--- src/rtl/merge_240hz_if.sv ---
// merge_240hz_if: received byte stream in, decoded 240 Hz / 60 Hz samples out.
// The byte source (UART RX side) is the master; the decoder is the slave.
interface merge_240hz_if #(
  parameter int UART_BIT_WIDTH  = 8,
  parameter int FRAME_BIT_WIDTH = 32,
  parameter int POSTI_BIT_WIDTH = 16
);
  logic [UART_BIT_WIDTH-1:0]  iData;
  logic                       iValid;
  logic                       oSubValid;
  logic [FRAME_BIT_WIDTH-1:0] oSubFrame;
  logic [POSTI_BIT_WIDTH-1:0] oSubPosti;
  logic                       oValid;
  logic [FRAME_BIT_WIDTH-1:0] oFrame;
  logic [POSTI_BIT_WIDTH+1:0] oPosti;
  logic                       oSeqErr;
  logic                       oTimeout;

  modport master (
    output iData, iValid,
    input  oSubValid, oSubFrame, oSubPosti,
    input  oValid, oFrame, oPosti, oSeqErr, oTimeout
  );

  modport slave (
    input  iData, iValid,
    output oSubValid, oSubFrame, oSubPosti,
    output oValid, oFrame, oPosti, oSeqErr, oTimeout
  );
endinterface

--- src/rtl/merge_240hz.sv ---
// merge_240hz: hunts for the header byte in the UART byte stream, reassembles
// each sub-packet (frame field + signed position quotient) into a 240 Hz sample,
// and merges every in-order run of sub-indices 0..3 into one 60 Hz sample.
module merge_240hz #(
  parameter int                        UART_BIT_WIDTH  = 8,
  parameter logic [UART_BIT_WIDTH-1:0] HEADER          = 8'hFF,
  parameter int                        FRAME_BIT_WIDTH = 32,
  parameter int                        POSTI_BIT_WIDTH = 16,
  parameter int                        TIMEOUT         = 1024
) (
  input logic          clk,
  input logic          rst,
  merge_240hz_if.slave bus
);

  localparam int FRAME_BYTES = FRAME_BIT_WIDTH / UART_BIT_WIDTH;
  localparam int POSTI_BYTES = POSTI_BIT_WIDTH / UART_BIT_WIDTH;
  localparam int MAX_BYTES   = (FRAME_BYTES > POSTI_BYTES) ? FRAME_BYTES : POSTI_BYTES;
  localparam int CNT_W       = $clog2(MAX_BYTES + 1);
  localparam int IDLE_W      = $clog2(TIMEOUT + 1);
  localparam int SUM_W       = POSTI_BIT_WIDTH + 2;

  localparam logic [CNT_W-1:0]  FRAME_LAST = CNT_W'(FRAME_BYTES - 1);
  localparam logic [CNT_W-1:0]  POSTI_LAST = CNT_W'(POSTI_BYTES - 1);
  localparam logic [IDLE_W-1:0] IDLE_LAST  = IDLE_W'(TIMEOUT - 1);

  typedef enum logic [1:0] {
    ST_HUNT,
    ST_FRAME,
    ST_POSTI
  } state_t;

  state_t r_state;
  state_t w_stateNext;

  logic [CNT_W-1:0]           r_cnt;
  logic [IDLE_W-1:0]          r_idle;
  logic [FRAME_BIT_WIDTH-1:0] r_frame;
  logic [POSTI_BIT_WIDTH-1:0] r_posti;

  logic [1:0]                 r_exp;
  logic [FRAME_BIT_WIDTH-1:0] r_gbase;
  logic [SUM_W-1:0]           r_acc;

  logic                       r_subValid;
  logic [FRAME_BIT_WIDTH-1:0] r_subFrame;
  logic [POSTI_BIT_WIDTH-1:0] r_subPosti;
  logic                       r_valid;
  logic [FRAME_BIT_WIDTH-1:0] r_oFrame;
  logic [SUM_W-1:0]           r_oPosti;
  logic                       r_seqErr;
  logic                       r_timeout;

  logic                       w_accept;
  logic                       w_isHeader;
  logic                       w_idleLast;
  logic                       w_complete;
  logic                       w_timeoutHit;
  logic [POSTI_BIT_WIDTH-1:0] w_postiFull;
  logic [SUM_W-1:0]           w_postiExt;
  logic [1:0]                 w_idx;
  logic [FRAME_BIT_WIDTH-1:0] w_base;
  logic                       w_inOrder;
  logic [SUM_W-1:0]           w_sum;

  assign w_accept   = bus.iValid;
  assign w_isHeader = (bus.iData == HEADER);
  assign w_idleLast = !w_accept && (r_idle == IDLE_LAST);

  // Position value as it will look once the byte on iData is shifted in;
  // on the final position byte this is the complete quotient.
  assign w_postiFull = {bus.iData, r_posti[POSTI_BIT_WIDTH-1:UART_BIT_WIDTH]};
  assign w_postiExt  = {{2{w_postiFull[POSTI_BIT_WIDTH-1]}}, w_postiFull};

  // The frame field is already fully assembled while position bytes arrive.
  assign w_idx     = r_frame[1:0];
  assign w_base    = r_frame >> 2;
  assign w_inOrder = (w_idx == r_exp) && ((w_idx == 2'd0) || (w_base == r_gbase));
  assign w_sum     = ((w_idx == 2'd0) ? SUM_W'(0) : r_acc) + w_postiExt;

  // Parser state register.
  always_ff @(posedge clk) begin
    if (rst) begin
      r_state <= ST_HUNT;
    end else begin
      r_state <= w_stateNext;
    end
  end

  // Parser next-state: header hunt, frame bytes, position bytes, idle abort.
  always_comb begin
    w_stateNext  = r_state;
    w_complete   = 1'b0;
    w_timeoutHit = 1'b0;
    case (r_state)
      ST_HUNT: begin
        if (w_accept && w_isHeader) begin
          w_stateNext = ST_FRAME;
        end
      end
      ST_FRAME: begin
        if (w_accept) begin
          if (r_cnt == FRAME_LAST) begin
            w_stateNext = ST_POSTI;
          end
        end else if (w_idleLast) begin
          w_stateNext  = ST_HUNT;
          w_timeoutHit = 1'b1;
        end
      end
      ST_POSTI: begin
        if (w_accept) begin
          if (r_cnt == POSTI_LAST) begin
            w_stateNext = ST_HUNT;
            w_complete  = 1'b1;
          end
        end else if (w_idleLast) begin
          w_stateNext  = ST_HUNT;
          w_timeoutHit = 1'b1;
        end
      end
      default: begin
        w_stateNext = ST_HUNT;
      end
    endcase
  end

  // Byte counter and inter-byte idle counter for the sub-packet in flight.
  always_ff @(posedge clk) begin
    if (rst) begin
      r_cnt  <= '0;
      r_idle <= '0;
    end else begin
      if ((r_state == ST_HUNT) || w_timeoutHit || w_complete) begin
        r_cnt <= '0;
      end else if (w_accept) begin
        if ((r_state == ST_FRAME) && (r_cnt == FRAME_LAST)) begin
          r_cnt <= '0;
        end else begin
          r_cnt <= r_cnt + CNT_W'(1);
        end
      end

      if ((r_state == ST_HUNT) || w_accept || w_timeoutHit) begin
        r_idle <= '0;
      end else begin
        r_idle <= r_idle + IDLE_W'(1);
      end
    end
  end

  // Payload shift registers, least significant byte arrives first.
  always_ff @(posedge clk) begin
    if (rst) begin
      r_frame <= '0;
      r_posti <= '0;
    end else begin
      if ((r_state == ST_FRAME) && w_accept) begin
        r_frame <= {bus.iData, r_frame[FRAME_BIT_WIDTH-1:UART_BIT_WIDTH]};
      end
      if ((r_state == ST_POSTI) && w_accept) begin
        r_posti <= w_postiFull;
      end
    end
  end

  // Sub-packet outputs and the four-packet group merger.
  always_ff @(posedge clk) begin
    if (rst) begin
      r_exp      <= '0;
      r_gbase    <= '0;
      r_acc      <= '0;
      r_subValid <= 1'b0;
      r_subFrame <= '0;
      r_subPosti <= '0;
      r_valid    <= 1'b0;
      r_oFrame   <= '0;
      r_oPosti   <= '0;
      r_seqErr   <= 1'b0;
      r_timeout  <= 1'b0;
    end else begin
      r_subValid <= 1'b0;
      r_valid    <= 1'b0;
      r_seqErr   <= 1'b0;
      r_timeout  <= w_timeoutHit;

      if (w_timeoutHit) begin
        r_exp <= '0;
        r_acc <= '0;
      end else if (w_complete) begin
        r_subValid <= 1'b1;
        r_subFrame <= r_frame;
        r_subPosti <= w_postiFull;
        if (w_inOrder) begin
          r_acc   <= w_sum;
          r_gbase <= w_base;
          if (w_idx == 2'd3) begin
            r_exp    <= '0;
            r_valid  <= 1'b1;
            r_oFrame <= w_base;
            r_oPosti <= w_sum;
          end else begin
            r_exp <= r_exp + 2'd1;
          end
        end else begin
          r_seqErr <= 1'b1;
          if (w_idx == 2'd0) begin
            r_acc   <= w_postiExt;
            r_gbase <= w_base;
            r_exp   <= 2'd1;
          end else begin
            r_exp <= '0;
            r_acc <= '0;
          end
        end
      end
    end
  end

  assign bus.oSubValid = r_subValid;
  assign bus.oSubFrame = r_subFrame;
  assign bus.oSubPosti = r_subPosti;
  assign bus.oValid    = r_valid;
  assign bus.oFrame    = r_oFrame;
  assign bus.oPosti    = r_oPosti;
  assign bus.oSeqErr   = r_seqErr;
  assign bus.oTimeout  = r_timeout;

endmodule

--- src/flat_wrapper.sv ---
// flat-port wrapper written by rule: the top's interface ports become plain ports
module merge_240hz_flat 
#(
  parameter int                        UART_BIT_WIDTH  = 8,
  parameter logic [UART_BIT_WIDTH-1:0] HEADER          = 8'hFF,
  parameter int                        FRAME_BIT_WIDTH = 32,
  parameter int                        POSTI_BIT_WIDTH = 16,
  parameter int                        TIMEOUT         = 1024
)
  (clk, rst, bus_iData, bus_iValid, bus_oSubValid, bus_oSubFrame, bus_oSubPosti, bus_oValid, bus_oFrame, bus_oPosti, bus_oSeqErr, bus_oTimeout);
  merge_240hz_if #(.UART_BIT_WIDTH(UART_BIT_WIDTH), .FRAME_BIT_WIDTH(FRAME_BIT_WIDTH), .POSTI_BIT_WIDTH(POSTI_BIT_WIDTH)) bus_i ();
  input logic clk;
  input logic rst;
  input wire logic [$bits(bus_i.iData)-1:0] bus_iData;
  input wire logic [$bits(bus_i.iValid)-1:0] bus_iValid;
  output wire logic [$bits(bus_i.oSubValid)-1:0] bus_oSubValid;
  output wire logic [$bits(bus_i.oSubFrame)-1:0] bus_oSubFrame;
  output wire logic [$bits(bus_i.oSubPosti)-1:0] bus_oSubPosti;
  output wire logic [$bits(bus_i.oValid)-1:0] bus_oValid;
  output wire logic [$bits(bus_i.oFrame)-1:0] bus_oFrame;
  output wire logic [$bits(bus_i.oPosti)-1:0] bus_oPosti;
  output wire logic [$bits(bus_i.oSeqErr)-1:0] bus_oSeqErr;
  output wire logic [$bits(bus_i.oTimeout)-1:0] bus_oTimeout;
  assign bus_i.iData = bus_iData;
  assign bus_i.iValid = bus_iValid;
  assign bus_oSubValid = bus_i.oSubValid;
  assign bus_oSubFrame = bus_i.oSubFrame;
  assign bus_oSubPosti = bus_i.oSubPosti;
  assign bus_oValid = bus_i.oValid;
  assign bus_oFrame = bus_i.oFrame;
  assign bus_oPosti = bus_i.oPosti;
  assign bus_oSeqErr = bus_i.oSeqErr;
  assign bus_oTimeout = bus_i.oTimeout;
  merge_240hz #(.UART_BIT_WIDTH(UART_BIT_WIDTH), .HEADER(HEADER), .FRAME_BIT_WIDTH(FRAME_BIT_WIDTH), .POSTI_BIT_WIDTH(POSTI_BIT_WIDTH), .TIMEOUT(TIMEOUT)) u_core (.clk(clk), .rst(rst), .bus(bus_i));
endmodule
--- config.mk ---
export PLATFORM = sky130hd
export DESIGN_NAME = merge_240hz_flat
export DESIGN_NICKNAME = d
export VERILOG_FILES = /design/src/rtl/merge_240hz_if.sv /design/src/rtl/merge_240hz.sv /design/src/flat_wrapper.sv
export SDC_FILE = /design/constraint.sdc
export NUM_CORES = 1
export LEC_CHECK = 0
export CORE_ASPECT_RATIO = 2
export CORE_MARGIN = 4
export CORE_UTILIZATION = 30
export CTS_CLUSTER_SIZE = 30
export DETAILED_ROUTE_END_ITERATION = 16
export HOLD_SLACK_MARGIN = 0.03
export SLEW_MARGIN = 20
export SYNTH_ARGS = -nofsm -noshare
export SYNTH_HDL_FRONTEND = slang
export SYNTH_SLANG_ARGS = --single-unit
--- constraint.sdc ---
create_clock -name clk -period 3.9 [get_ports clk]
set_input_delay 1.17 -clock clk [delete_from_list [all_inputs] [get_ports clk]]
set_output_delay 1.17 -clock clk [all_outputs]
set_load 0.02 [all_outputs]
==> metrics.txt <==
Critical Path, Cell by Cell or2_2 -> and2_1 -> ha_1 -> inv_1 -> fa_1 -> nor2b_1 -> o31a_1 -> o211ai_1 -> nor2_1 -> o311ai_0 -> nand4_1 -> a21oi_1; fin util 0.381; power share of the clock group 0.484; initial antenna violation count 1; Worst Path Max Fanout 9; setup_tns 0 ns; f_max 0.291 GHz; Clock Tree Buf Depth 3; Layout fillers 3001; switching share of power 0.219; Post-CTS Setup Inserts 0; first-pass GRT wire length 45000 um; largest net degree at the start of global routing 84; Hold Crit Class flip-flop to flip-flop; Post-Synth Adder-Cell Area 0.0356; Starting Density 0.305; cts repair resizes 0; register area share after synthesis 0.458; syn_area_per_cell 8.19 um^2; vias in the first global route 7786; Max-slew headroom 0.419; Hold Path Origin u_core.bus.oPosti[9]; core area 0.0295 mm^2; combinational fraction of design power 0.040; FF-to-FF path depth 12; routability cong. 0.913; top cells by instance count after synthesis 272 x nand2_1, 206 x dfxtp_1, 158 x a21oi_1; PD cells 396 mW/mm^2; Post-Synth Simple-Gate Area 0.223; placed insts 1535; RSZ-0062 raised after global routing false; via count 7910; Distinct cells, synth 59; fin cells 1572; Top FF cell, synth dfxtp_1; mux contribution to synthesized area 0.0391; largest family of logic cells by synthesized area simple AND/OR/NAND/NOR gates; gr busiest metal met2; Hold Fails Final Rpt 0; WP data arrival 3.86 ns; dpl hpwl 21400 um; hold depth 2; Via-to-Cell Ratio 5.03; Setup Viol. Count Final 0; final wirelength 29800 um; Post-Synth XOR/XNOR Area 0.0506; minimum clock period 3.44 ns; count of max-cap constraint violations 0; FFs w/ async S/R, synth 0; Num CTS Buffers 20; Area contributors post-synth dfxtp_1 46%, nand2_1 11%, a21oi_1 8.8%; grt ovf 0; I/O pins 113; Port Buffers 110; DR pass1 iterations 5; Internal 3.47 mW; wire length per cell 19.0 um; Endpoint, Worst Hold u_core.bus.oPosti[9]; maximum vdd drop 0.000304 V; count leader, synth nand2_1; post-route clock period utilization 0.881; R2R Path End u_core.r_acc[16]; FF+latch count, synth 206; worst path bufs/invs 1; final non-filler cell area 0.0112 mm^2; sequential share of power 0.477; Die Wd 130 um; DR iter-0 viols 469; area of the multi-input gates 0.00453 mm^2; floorplan row count 89; RR Startpoint u_core.r_frame[1]; Mapped Cells 1099; Synth Area in Compound Gates 0.152; met2 Track Usage GR 0.341; hold buffers post-CTS 0; clock sinks 206; Layout area overhead 25.0%; Top delay family on crit path compound AO/OA/AOI/OAI gates; Antenna Nets Post-Route 0; number of synthesized flops with an enable pin 0; die area 0.0330 mm^2; Slowest cell on crit path o311ai_0; flop2flop setup slack 0.46 ns; post-synth top area cell dfxtp_1; Pleak 3.96 nW; Slew Viols, Final 0; Clock Skew 0.0145 ns; GRT Util Overall 0.177; Clock Root Buffer clkbuf_16; register area 0.00412 mm^2; clock slew at reported path FFs 0.07 ns; startpoint types flip-flop; CTS tree done; Mapped Area 0.00900 mm^2; Crit. End Element flip-flop; htree depth 1; P_sw 975 uW; biggest cell delay along the critical path 0.65 ns; DRC 0; NumNets Final 1229; total placed instance area 0.0105 mm^2; critical path class flip-flop to flip-flop; GRT met1 Usage 0.182; fraction of layout cells with a size suffix above 1 0.0630; Ys Warns 0; status finished, final reports clean; area share of the largest cell type after synthesis 0.458; M3 GR Usage 0.0165; DIE HEIGHT 253 um; WP data required 4.33 ns; Tightest Pin Transition 0.871 ns; worst skew pair latency 0.50 ns
## cell families after synthesis
kind of cell             after synthesis
buffers and inverters                 81
AO/OA/AOI/OAI                        242
flip-flops                           206
AND/OR/NAND/NOR                      457
XOR/XNOR                              52
adder cells (fa/ha/maj)               25
multiplexers                          35
other                                  1
## layout by cell type (no fill, tap or decap), drive strengths merged, types with 2 or more instances in the layout
master and count:
o21a 3, clkbuf 28, nand3b 4, o22ai 2, a22oi 2, a31o 2
nand4 18, o21bai 2, and4 2, o21ai 30, o2111ai 2, a21oi 159
dfxtp 206, a211oi 6, nor2b 2, clkinv 4, xor2 10, nand2 272
nor2 82, and3 8, a21o 7, clkdlybuf4s50 109, a31oi 4, xnor2 42
nor4 8, a221oi 9, conb 2, mux2i 34, buf 31, nand4b 2
o211ai 5, nand2b 6, nor3b 4, nand3 19, and2 16, ha 24
o31ai 3, bufinv 4, inv 12, nor3 9
## stage by stage
| stage | hold WS, ns | power (mW) | worst slack [ns] |
|---|---|---|---|
| 2_1_floorplan | 0.430 | 2.27 | 0.963 |
| 3_3_place_gp | 0.439 | 2.34 | 0.371 |
| 3_5_place_dp | 0.445 | 2.35 | 0.390 |
| 4_1_cts | 0.455 | 4.51 | 0.539 |
| 5_1_grt | 0.466 | 4.60 | 0.402 |
| 6_report | 0.448 | 4.45 | 0.464 |
## worst min-delay path: cells and delay by family (launching register included)
| kind | cells | cell delay (ns) |
|---|---|---|
| DFF | 1 | 0.31 |
| and+or+nand+nor | 1 | 0.05 |
| AOI/OAI and AO/OA | 1 | 0.05 |
## sequential cells by signal, indices dropped and copies added, names as in the netlist
signal	count
u_core.bus.oSubFrame	32
u_core.r_cnt	3
u_core.r_idle	11
u_core.bus.oSeqErr	1
u_core.bus.oSubPosti	16
u_core.r_state	2
u_core.bus.oPosti	18
u_core.bus.oTimeout	1
u_core.bus.oValid	1
u_core.r_gbase	30
u_core.bus.oSubValid	1
u_core.r_acc	18
u_core.bus.oFrame	30
u_core.r_frame	32
u_core.r_posti	8
u_core.r_exp	2
## power groups by stage
stage	Combinational (mW)	Clock (mW)	Sequential, mW
after floorplan	0.109	0	2.16
after global placement	0.177	0	2.17
after detailed placement	0.176	0	2.17
after CTS	0.177	2.21	2.12
after global routing	0.193	2.29	2.12
final	0.177	2.15	2.12
## worst max-delay path by stage
stage | from | endpoint | slack [ns] | cells after the start
floorplan | u_core.r_frame[0] | u_core.bus.oPosti[16] | 0.96 | 11
global placement | bus_iData[7] | u_core.r_acc[16] | 0.37 | 8
detailed placement | bus_iData[7] | u_core.r_acc[16] | 0.39 | 8
CTS | u_core.r_frame[1] | u_core.r_acc[16] | 0.54 | 12
global route | u_core.r_frame[1] | u_core.bus.oPosti[16] | 0.40 | 12
finish | u_core.r_frame[1] | u_core.r_acc[16] | 0.46 | 12
## cell type report
class                           count  area share
Antenna cell                        1    0.000223
Clock buffer                       28      0.0518
Clock inverter                      8      0.0128
Inverter                           12     0.00401
Multi-Input combinational cell    813       0.403
Sequential cell                   206       0.367
Tap cell                          364      0.0405
Timing Repair Buffer              140       0.121
## per-layer routing
| layer | share of wire | wire, um |
|---|---|---|
| met1 | 0.36 | 10700 |
| met2 | 0.56 | 16700 |
| met3 | 0.029 | 856 |
| met4 | 0.055 | 1650 |
| met5 | 0 | 0 |
Power figures use the tool's default switching activity.
